==> src/rtl/up_pkg.sv <==
// Shared definitions for the up_core accumulator CPU: widths, opcodes and core state.
package up_pkg;
    localparam int DW = 8;
    localparam int IW = 16;
    localparam int AW = 8;
    localparam int RW = 4;

    localparam logic [3:0] OP_NOP  = 4'h0;
    localparam logic [3:0] OP_LDI  = 4'h1;
    localparam logic [3:0] OP_LD   = 4'h2;
    localparam logic [3:0] OP_ST   = 4'h3;
    localparam logic [3:0] OP_ADD  = 4'h4;
    localparam logic [3:0] OP_SUB  = 4'h5;
    localparam logic [3:0] OP_AND  = 4'h6;
    localparam logic [3:0] OP_OR   = 4'h7;
    localparam logic [3:0] OP_XOR  = 4'h8;
    localparam logic [3:0] OP_JMP  = 4'h9;
    localparam logic [3:0] OP_JZ   = 4'hA;
    localparam logic [3:0] OP_JC   = 4'hB;
    localparam logic [3:0] OP_EI   = 4'hC;
    localparam logic [3:0] OP_DI   = 4'hD;
    localparam logic [3:0] OP_RETI = 4'hE;
    localparam logic [3:0] OP_HLT  = 4'hF;

    typedef enum logic {
        ST_RUN  = 1'b0,
        ST_HALT = 1'b1
    } state_t;
endpackage

==> src/rtl/up_alu.sv <==
// Combinational ALU: loads, add/sub with carry/borrow, bitwise logic, zero detect.
module up_alu
    import up_pkg::*;
(
    input  logic [3:0]    op,
    input  logic [DW-1:0] acc,
    input  logic [DW-1:0] operand,
    input  logic          c_in,
    output logic [DW-1:0] result,
    output logic          c_out,
    output logic          z_out
);
    logic [DW:0] sum;

    always_comb begin
        sum    = '0;
        result = acc;
        c_out  = c_in;
        case (op)
            OP_LDI, OP_LD: result = operand;
            OP_ADD: begin
                sum    = {1'b0, acc} + {1'b0, operand};
                result = sum[DW-1:0];
                c_out  = sum[DW];
            end
            // the ninth bit of a widened subtract is the borrow
            OP_SUB: begin
                sum    = {1'b0, acc} - {1'b0, operand};
                result = sum[DW-1:0];
                c_out  = sum[DW];
            end
            OP_AND:  result = acc & operand;
            OP_OR:   result = acc | operand;
            OP_XOR:  result = acc ^ operand;
            default: result = acc;
        endcase
        z_out = (result == '0);
    end
endmodule

==> src/rtl/up_core.sv <==
// 8-bit accumulator CPU: one instruction per clock, 16x8 register file, single level interrupt.
// state   | meaning
// ST_RUN  | fetch/execute one instruction per edge
// ST_HALT | HLT executed, pc frozen, waits for an enabled interrupt
module up_core
    import up_pkg::*;
#(
    parameter logic [AW-1:0]     INT_VEC   = 8'hF0,
    parameter logic [IW*256-1:0] ROM_IMAGE = '0
)
(
    input  logic          clk,
    input  logic          nRst,
    input  logic          intr,
    output logic [AW-1:0] pc,
    output logic [DW-1:0] acc,
    output logic [2:0]    flags,
    output logic          halted
);
    state_t        state, state_nxt;
    logic          ie, c, z;
    logic [AW-1:0] saved_pc;
    logic [1:0]    saved_zc;
    logic [DW-1:0] rf [16];

    logic [IW-1:0] instr;
    logic [3:0]    op;
    logic [RW-1:0] r;
    logic [DW-1:0] k, operand, alu_result;
    logic          alu_c, alu_z, take_int, rf_we;

    logic [AW-1:0] pc_nxt, spc_nxt;
    logic [DW-1:0] acc_nxt;
    logic          ie_nxt, c_nxt, z_nxt;
    logic [1:0]    szc_nxt;

    // ROM is an elaboration-time constant image, read combinationally at pc
    assign instr    = ROM_IMAGE[{pc, 4'b0000} +: IW];
    assign op       = instr[15:12];
    assign r        = instr[11:8];
    assign k        = instr[7:0];
    assign operand  = (op == OP_LDI) ? k : rf[r];
    assign take_int = intr & ie;

    up_alu u_alu (
        .op      (op),
        .acc     (acc),
        .operand (operand),
        .c_in    (c),
        .result  (alu_result),
        .c_out   (alu_c),
        .z_out   (alu_z)
    );

    always_ff @(posedge clk or negedge nRst) begin
        if (!nRst) state <= ST_RUN;
        else       state <= state_nxt;
    end

    always_comb begin
        state_nxt = state;
        if (take_int)                              state_nxt = ST_RUN;
        else if (state == ST_RUN && op == OP_HLT)  state_nxt = ST_HALT;
    end

    always_comb begin
        pc_nxt  = pc;
        acc_nxt = acc;
        c_nxt   = c;
        z_nxt   = z;
        ie_nxt  = ie;
        spc_nxt = saved_pc;
        szc_nxt = saved_zc;
        rf_we   = 1'b0;
        if (take_int) begin
            // a halted core resumes after the HLT, otherwise the discarded instruction is replayed
            spc_nxt = (state == ST_HALT) ? pc + 8'd1 : pc;
            szc_nxt = {c, z};
            ie_nxt  = 1'b0;
            pc_nxt  = INT_VEC;
        end else if (state == ST_RUN) begin
            pc_nxt = pc + 8'd1;
            case (op)
                OP_LDI, OP_LD, OP_AND, OP_OR, OP_XOR: begin
                    acc_nxt = alu_result;
                    z_nxt   = alu_z;
                end
                OP_ADD, OP_SUB: begin
                    acc_nxt = alu_result;
                    z_nxt   = alu_z;
                    c_nxt   = alu_c;
                end
                OP_ST:  rf_we = 1'b1;
                OP_JMP: pc_nxt = k;
                OP_JZ:  if (z) pc_nxt = k;
                OP_JC:  if (c) pc_nxt = k;
                OP_EI:  ie_nxt = 1'b1;
                OP_DI:  ie_nxt = 1'b0;
                OP_RETI: begin
                    pc_nxt         = saved_pc;
                    {c_nxt, z_nxt} = saved_zc;
                    ie_nxt         = 1'b1;
                end
                OP_HLT:  pc_nxt = pc;
                default: pc_nxt = pc + 8'd1;
            endcase
        end
    end

    always_ff @(posedge clk or negedge nRst) begin
        if (!nRst) begin
            pc       <= '0;
            acc      <= '0;
            c        <= 1'b0;
            z        <= 1'b0;
            ie       <= 1'b0;
            saved_pc <= '0;
            saved_zc <= '0;
            for (int i = 0; i < 16; i++) rf[i] <= '0;
        end else begin
            pc       <= pc_nxt;
            acc      <= acc_nxt;
            c        <= c_nxt;
            z        <= z_nxt;
            ie       <= ie_nxt;
            saved_pc <= spc_nxt;
            saved_zc <= szc_nxt;
            if (rf_we) rf[r] <= acc;
        end
    end

    assign flags  = {ie, c, z};
    assign halted = (state == ST_HALT);
endmodule

==> config.mk <==
export PLATFORM = sky130hd
export DESIGN_NAME = up_core
export DESIGN_NICKNAME = d
export VERILOG_FILES = /design/src/rtl/up_pkg.sv /design/src/rtl/up_alu.sv /design/src/rtl/up_core.sv
export SDC_FILE = /design/constraint.sdc
export NUM_CORES = 1
export LEC_CHECK = 0
export ABC_AREA = 1
export BUFFER_PORTS_ARGS = -buffer_cell sky130_fd_sc_hd__buf_4
export CAP_MARGIN = 20
export CORE_AREA = 2 2 39 41
export CTS_CLUSTER_SIZE = 40
export DETAILED_ROUTE_END_ITERATION = 6
export DIE_AREA = 0 0 41 43
export PLACE_DENSITY_LB_ADDON = 0.08
export SETUP_SLACK_MARGIN = 0.4
export SYNTH_ARGS = -nofsm -noshare
export SYNTH_HDL_FRONTEND = slang
export SYNTH_HIERARCHICAL = 1
export SYNTH_SLANG_ARGS = --single-unit
==> constraint.sdc <==
create_clock -name clk -period 2.5 [get_ports clk]
set_input_delay 0.5 -clock clk [delete_from_list [all_inputs] [get_ports clk]]
set_output_delay 0.5 -clock clk [all_outputs]
set_load 0.01 [all_outputs]
# Word level (Yosys, flattened, before mapping)

Cells that the tools add are included.

Bitwise logic cells: 7
Eq/ne operators: 18
Muxes and demuxes: 25
Reduce and logical (&&, ||, !) cells: 16
Magnitude comparators: 2
Add/subtract/negate cells: 3
Shifts and indexed selects: 1

Operators with widths:

| kind                                                                             | number |
|---|---|
| 4096-bit by 13-bit variable part select with 16-bit output, first input constant | 1 |
| 128-bit bitwise mux                                                              | 1 |
| 8-bit 2-to-1 mux                                                                 | 9 |
| 8-bit case mux with 6 select lines                                               | 1 |
| 8-bit case mux with 5 select lines                                               | 1 |
| 8-bit binary-select mux with 4-bit select                                        | 1 |
| 8-bit demux with 4-bit select                                                    | 1 |
| 4-bit == test, second input constant                                             | 8 |
| 4-bit by 3-bit == test with 1-bit output, second input constant                  | 4 |
| 8-bit by 8-bit adder with 9-bit output                                           | 1 |
| 8-bit by 8-bit subtractor with 9-bit output                                      | 1 |
| 8-bit by 1-bit adder with 8-bit output, second input constant                    | 1 |
| 8-bit bitwise AND                                                                | 1 |
| 4-bit by 2-bit == test with 1-bit output, second input constant                  | 2 |
| 8-bit logical NOT                                                                | 1 |
| 8-bit bitwise OR                                                                 | 1 |
| 1-bit case mux with 2 select lines                                               | 4 |
| 8-bit bitwise XOR                                                                | 1 |
| 1-bit 2-to-1 mux                                                                 | 7 |
| 7-bit OR reduction                                                               | 1 |
| 3-bit AND reduction                                                              | 2 |
| 2-bit nonzero test                                                               | 3 |
| 2-bit OR reduction                                                               | 3 |
| 5-bit greater-or-equal comparator, second input constant                         | 1 |
| 12 further kinds                                                                 | 15 |

Register bits after elaboration: 158
Output and inout port bits: 20
Input port bits: 3
Word-level logic and storage cells: 96

# Depth between registers and ports, before layout

Word-level depth: 10
Gate-level depth with buffers: 5
Mapped depth without buffers: 5

# Least setup slack after synthesis

Ideal clock, no wire load.

Path kind: register -> register
Start: register pc[0]
End: register pc[6]
Setup slack: 1467 ps
Period minus slack after synthesis: 1033 ps
Arrival: 913 ps
Buffers on the path: 0
Stages on the path, launching flop included: 6
Setup time: 121 ps
Cell sequence: dfrtp_1 -> ha_1 -> nand3_1 -> nor2_1 -> nand2_1 -> nand2_1

Cells in the longest elaborated chain, start to end: 5

RTL lines:

| what                                                                                                                        | RTL line                                     | source |
|---|---|---|
| start: declaration                                                                                                          | up_core.sv:15                                | `output logic [AW-1:0] pc,` |
| start signal: assignment                                                                                                    | up_core.sv:121                               | `pc <= pc_nxt;` |
| 4096-bit by 13-bit variable part select with 16-bit output / 8-bit by 1-bit adder with 8-bit output (equally long branches) | up_core.sv:38, up_core.sv:82, up_core.sv:105 |  |
| 4-bit == test, or another cell as far along                                                                                 | up_core.sv:83                                | `case (op)` |
| 8-bit case mux with 5 select lines (*)                                                                                      | up_core.sv:83                                |  |
| 8-bit 2-to-1 mux (*)                                                                                                        | up_core.sv:81                                | `end else if (state == ST_RUN) begin` |
| 8-bit 2-to-1 mux (*)                                                                                                        | up_core.sv:75                                | `if (take_int) begin` |
| via pc_nxt[6]                                                                                                               | up_core.sv:32                                | `logic [AW-1:0] pc_nxt, spc_nxt;` |

The timed path passes the listed nets; every way through them passes the cells marked *. The select of a mux whose other input is x is not followed.
A chain may end at the register's enable or synchronous reset.

# Worst setup path after layout

Start: register pc[3]
End: output port pc[3]

No word-level cell between the ends.

==> reports/qor.log <==
qor: placed_design.placement.setup.worst_slack 1410 ps
qor: sta.final_max_slew_viol_count 0
qor: yosys.synth_area 429 sq um
qor: route.drt_iter0_markers 1
qor: yosys.yosysWarningCount 6
qor: critical_path.cp.required 2000 ps
qor: cts.cts_max_level 1
qor: yosys.average_instance_area_after_synthesis 8.76 sq um
qor: sta.final_min_period_over_clock_period 0.539
qor: global_routing.grt_max_degree 9
qor: sta.min_tclk_post_route 1350 ps
qor: critical_path.reg2reg_from pc[0]
qor: route.wire_length_per_cell_after_detailed_routing 8.82 microns
qor: cts.clock_net_sink_count 8
qor: sta.unrepaired_setup_endpoints_after_global_routing false
qor: final_layout.mostFrequentLayoutCell conb_1
qor: yosys.distinct_cells_synth 11
qor: route.drt_pre_antenna_iters 2
qor: yosys.post_synth_mux_area_share 0
qor: yosys.ys_seq_area_frac 0.466
qor: critical_path.worst-endpoint-arrival 850 ps
qor: critical_path.timing.critical_path.buf_inv 1
qor: yosys.adder_and_majority_cell_fraction_of_the_synthesized_area 0.0292
qor: final_layout.areaGrowthSynthToFinish 14.3%
qor: floorplan.core_region_area 1380 sq um
qor: status.outcome completed
qor: final_layout.finalCoreUtilization 0.354
qor: global_routing.wire_length_of_the_first_global_routing_pass 1080 microns
qor: power_and_ir_drop.power.internal 186 uW
qor: yosys.ys_top_cells_by_area dfrtp_1 47%, buf_4 21%, nand2_1 9.6%
qor: route.drtAntennaViolNets 0
qor: critical_path.critPathLaunchType flop
qor: power_and_ir_drop.power.switching_fraction 0.225
qor: sta.worst_clock_skew 3.40 ps
qor: power_and_ir_drop.pwr-share-seq 0.541
qor: global_routing.antenna_violations_before_repair 0
qor: yosys.post_synth_and_or_nand_nor_area_fraction 0.166
qor: sta.number_of_endpoints_failing_setup_at_the_final_stage 0
qor: cts.ctsHoldBuffers 0
qor: power_and_ir_drop.combinationalPowerShare 0.048
qor: cts.post_cts_buffers 0
qor: sta.setup_tns 0 ps
qor: critical_path.critPathTopFamily flip-flops
qor: global_routing.grt_overflow_total 0
qor: final_layout.final_design_area_no_fill 490 sq um
qor: global_routing.grtUsageTotal 0.0979
qor: final_layout.num_antenna_cells 0
qor: final_layout.largest_reg_flops 8
qor: yosys.synth-seq-cells 8
qor: placed_design.dpl_cell_area 468 sq um
qor: sta.clock.fmax 0.743 GHz
qor: route.detail_route.vias_per_cell 3.79
qor: cts.cts-root-buf clkbuf_4
qor: placed_design.dp_hpwl 521 microns
qor: final_layout.layout.nets 66
qor: cts.cts.path.max_buffers 2
qor: power_and_ir_drop.clkPwrFrac 0.411
qor: sta.number_of_endpoints_with_negative_hold_slack_in_the_final_report 0
qor: sta.final.setup.worst_slack 1150 ps
qor: floorplan.io-pin-count 23
qor: power_and_ir_drop.power.ir.vdd_worst 276 uV
qor: critical_path.critical_path.max_stage_delay 430 ps
qor: hold_path.hold_path.class input pin to async pin
qor: critical_path.cp_max_delay_cell dfrtp_1
qor: critical_path.critical_path_peak_fanout 5
qor: floorplan.rows 14
qor: cts.path_clk_slew 60 ps
qor: critical_path.r2r_slack 1420 ps
qor: floorplan.effective_utilization_at_floorplan 0.310
qor: route.detail_route.wirelength 670 microns
qor: critical_path.timing.critical_path.to_type output port
qor: route.remaining_drc_errors 0
qor: final_layout.highest_count_cells_in_the_layout_ignoring_fill_and_taps 12 x conb_1, 11 x nand2_1, 9 x buf_4
qor: floorplan.die-height 43 microns
qor: power_and_ir_drop.cellLeakagePower 0.277 nW
qor: power_and_ir_drop.power.density_cell_area 488 nW/um^2
qor: final_layout.final.fill_count 156
qor: yosys.largest_family_of_logic_cells_by_synthesized_area buffers and inverters
qor: yosys.synth.largest_area_cell dfrtp_1
qor: yosys.syn-instance-count 49
qor: cts.post_cts.resized_instances 0
qor: route.via_count 288
qor: cts.clk_latency 250 ps
qor: power_and_ir_drop.power_switching 54.0 uW
qor: final_layout.top_register_by_number_of_flip_flops pc
qor: yosys.yosys.area.top_type_share 0.466
qor: placed_design.port_buffers 9
qor: placed_design.gp_congestion 0.587
qor: floorplan.dieWidth 41 microns
qor: critical_path.critPathKind flop to output port
qor: critical_path.timing.critical_path.from pc[3]
qor: global_routing.first_global_vias 250
qor: critical_path.crit_path_cell_trace buf_4
qor: final_layout.layout-drive-gt1-share 0.200
qor: yosys.synth-xor-area-share 0.0612
qor: floorplan.design.die.area 1760 sq um
qor: yosys.synth_compound_gate_area_share 0.0233
qor: final_layout.regs_by_ff_count pc x8
qor: cts.tritoncts_clock_tree done
qor: cts.cts-buffers-inserted 3
qor: power_and_ir_drop.totalPowerFinal 240 uW
qor: run.max-cap-violations 0
-- through the flow --
stage          instances  hold slack [ps]
2_1_floorplan         60              204
3_3_place_gp          73              327
3_5_place_dp          73              327
4_1_cts               76             48.2
5_1_grt               76             47.4
6_report              76             55.5
-- area by class of cell --
| type | count | area [sq um] | area share |
|---|---|---|---|
| Sequential cell | 8 | 200 | 0.408 |
| Multi-Input combinational cell | 36 | 165 | 0.337 |
| Timing Repair Buffer | 9 | 67.6 | 0.138 |
| Clock buffer | 3 | 22.5 | 0.0459 |
| Tap cell | 16 | 20.0 | 0.0408 |
| Inverter | 4 | 15.0 | 0.0306 |
-- metal layers --
metal	vias to the layer above	GRT usage	wire (microns)
li1	149	-	-
met3	0	0.0785	71
met4	0	0.0400	0
met1	123	0.127	308
met5	-	0	0
met2	16	0.116	290
-- cell families after synthesis --
kind of cell             Yosys count
AO/OA/AOI/OAI                      2
XOR/XNOR                           3
adder cells (fa/ha/maj)            1
buffers and inverters             16
flip-flops                         8
other                              1
AND/OR/NAND/NOR                   18
-- power groups by stage --
| stage | Sequential (mW) | Clock [mW] | Combinational, mW |
|---|---|---|---|
| 2_1_floorplan | 0.132 | 0 | 0.0217 |
| 3_3_place_gp | 0.132 | 0 | 0.0116 |
| 3_5_place_dp | 0.132 | 0 | 0.0117 |
| 4_1_cts | 0.129 | 0.107 | 0.0117 |
| 5_1_grt | 0.129 | 0.114 | 0.0144 |
| 6_report | 0.130 | 0.0984 | 0.0116 |
-- synthesized netlist by cell type --
library cell  number
buf_4             12
conb_1             1
dfrtp_1            8
ha_1               1
inv_1              4
nand2_1           11
nand3_1            3
nor2_1             4
o21ai_1            2
xnor2_1            2
xor2_1             1
-- final timing paths --
check,endpoint,cells past startpoint
worst min register to register,pc[7],2
worst max-delay path,pc[3],1
worst max register to register,pc[6],4
max in group asynchronous,pc[3],1
min in group clk,pc[7],2
worst min-delay path,pc[0],1
(Power assumes the default switching activity.)
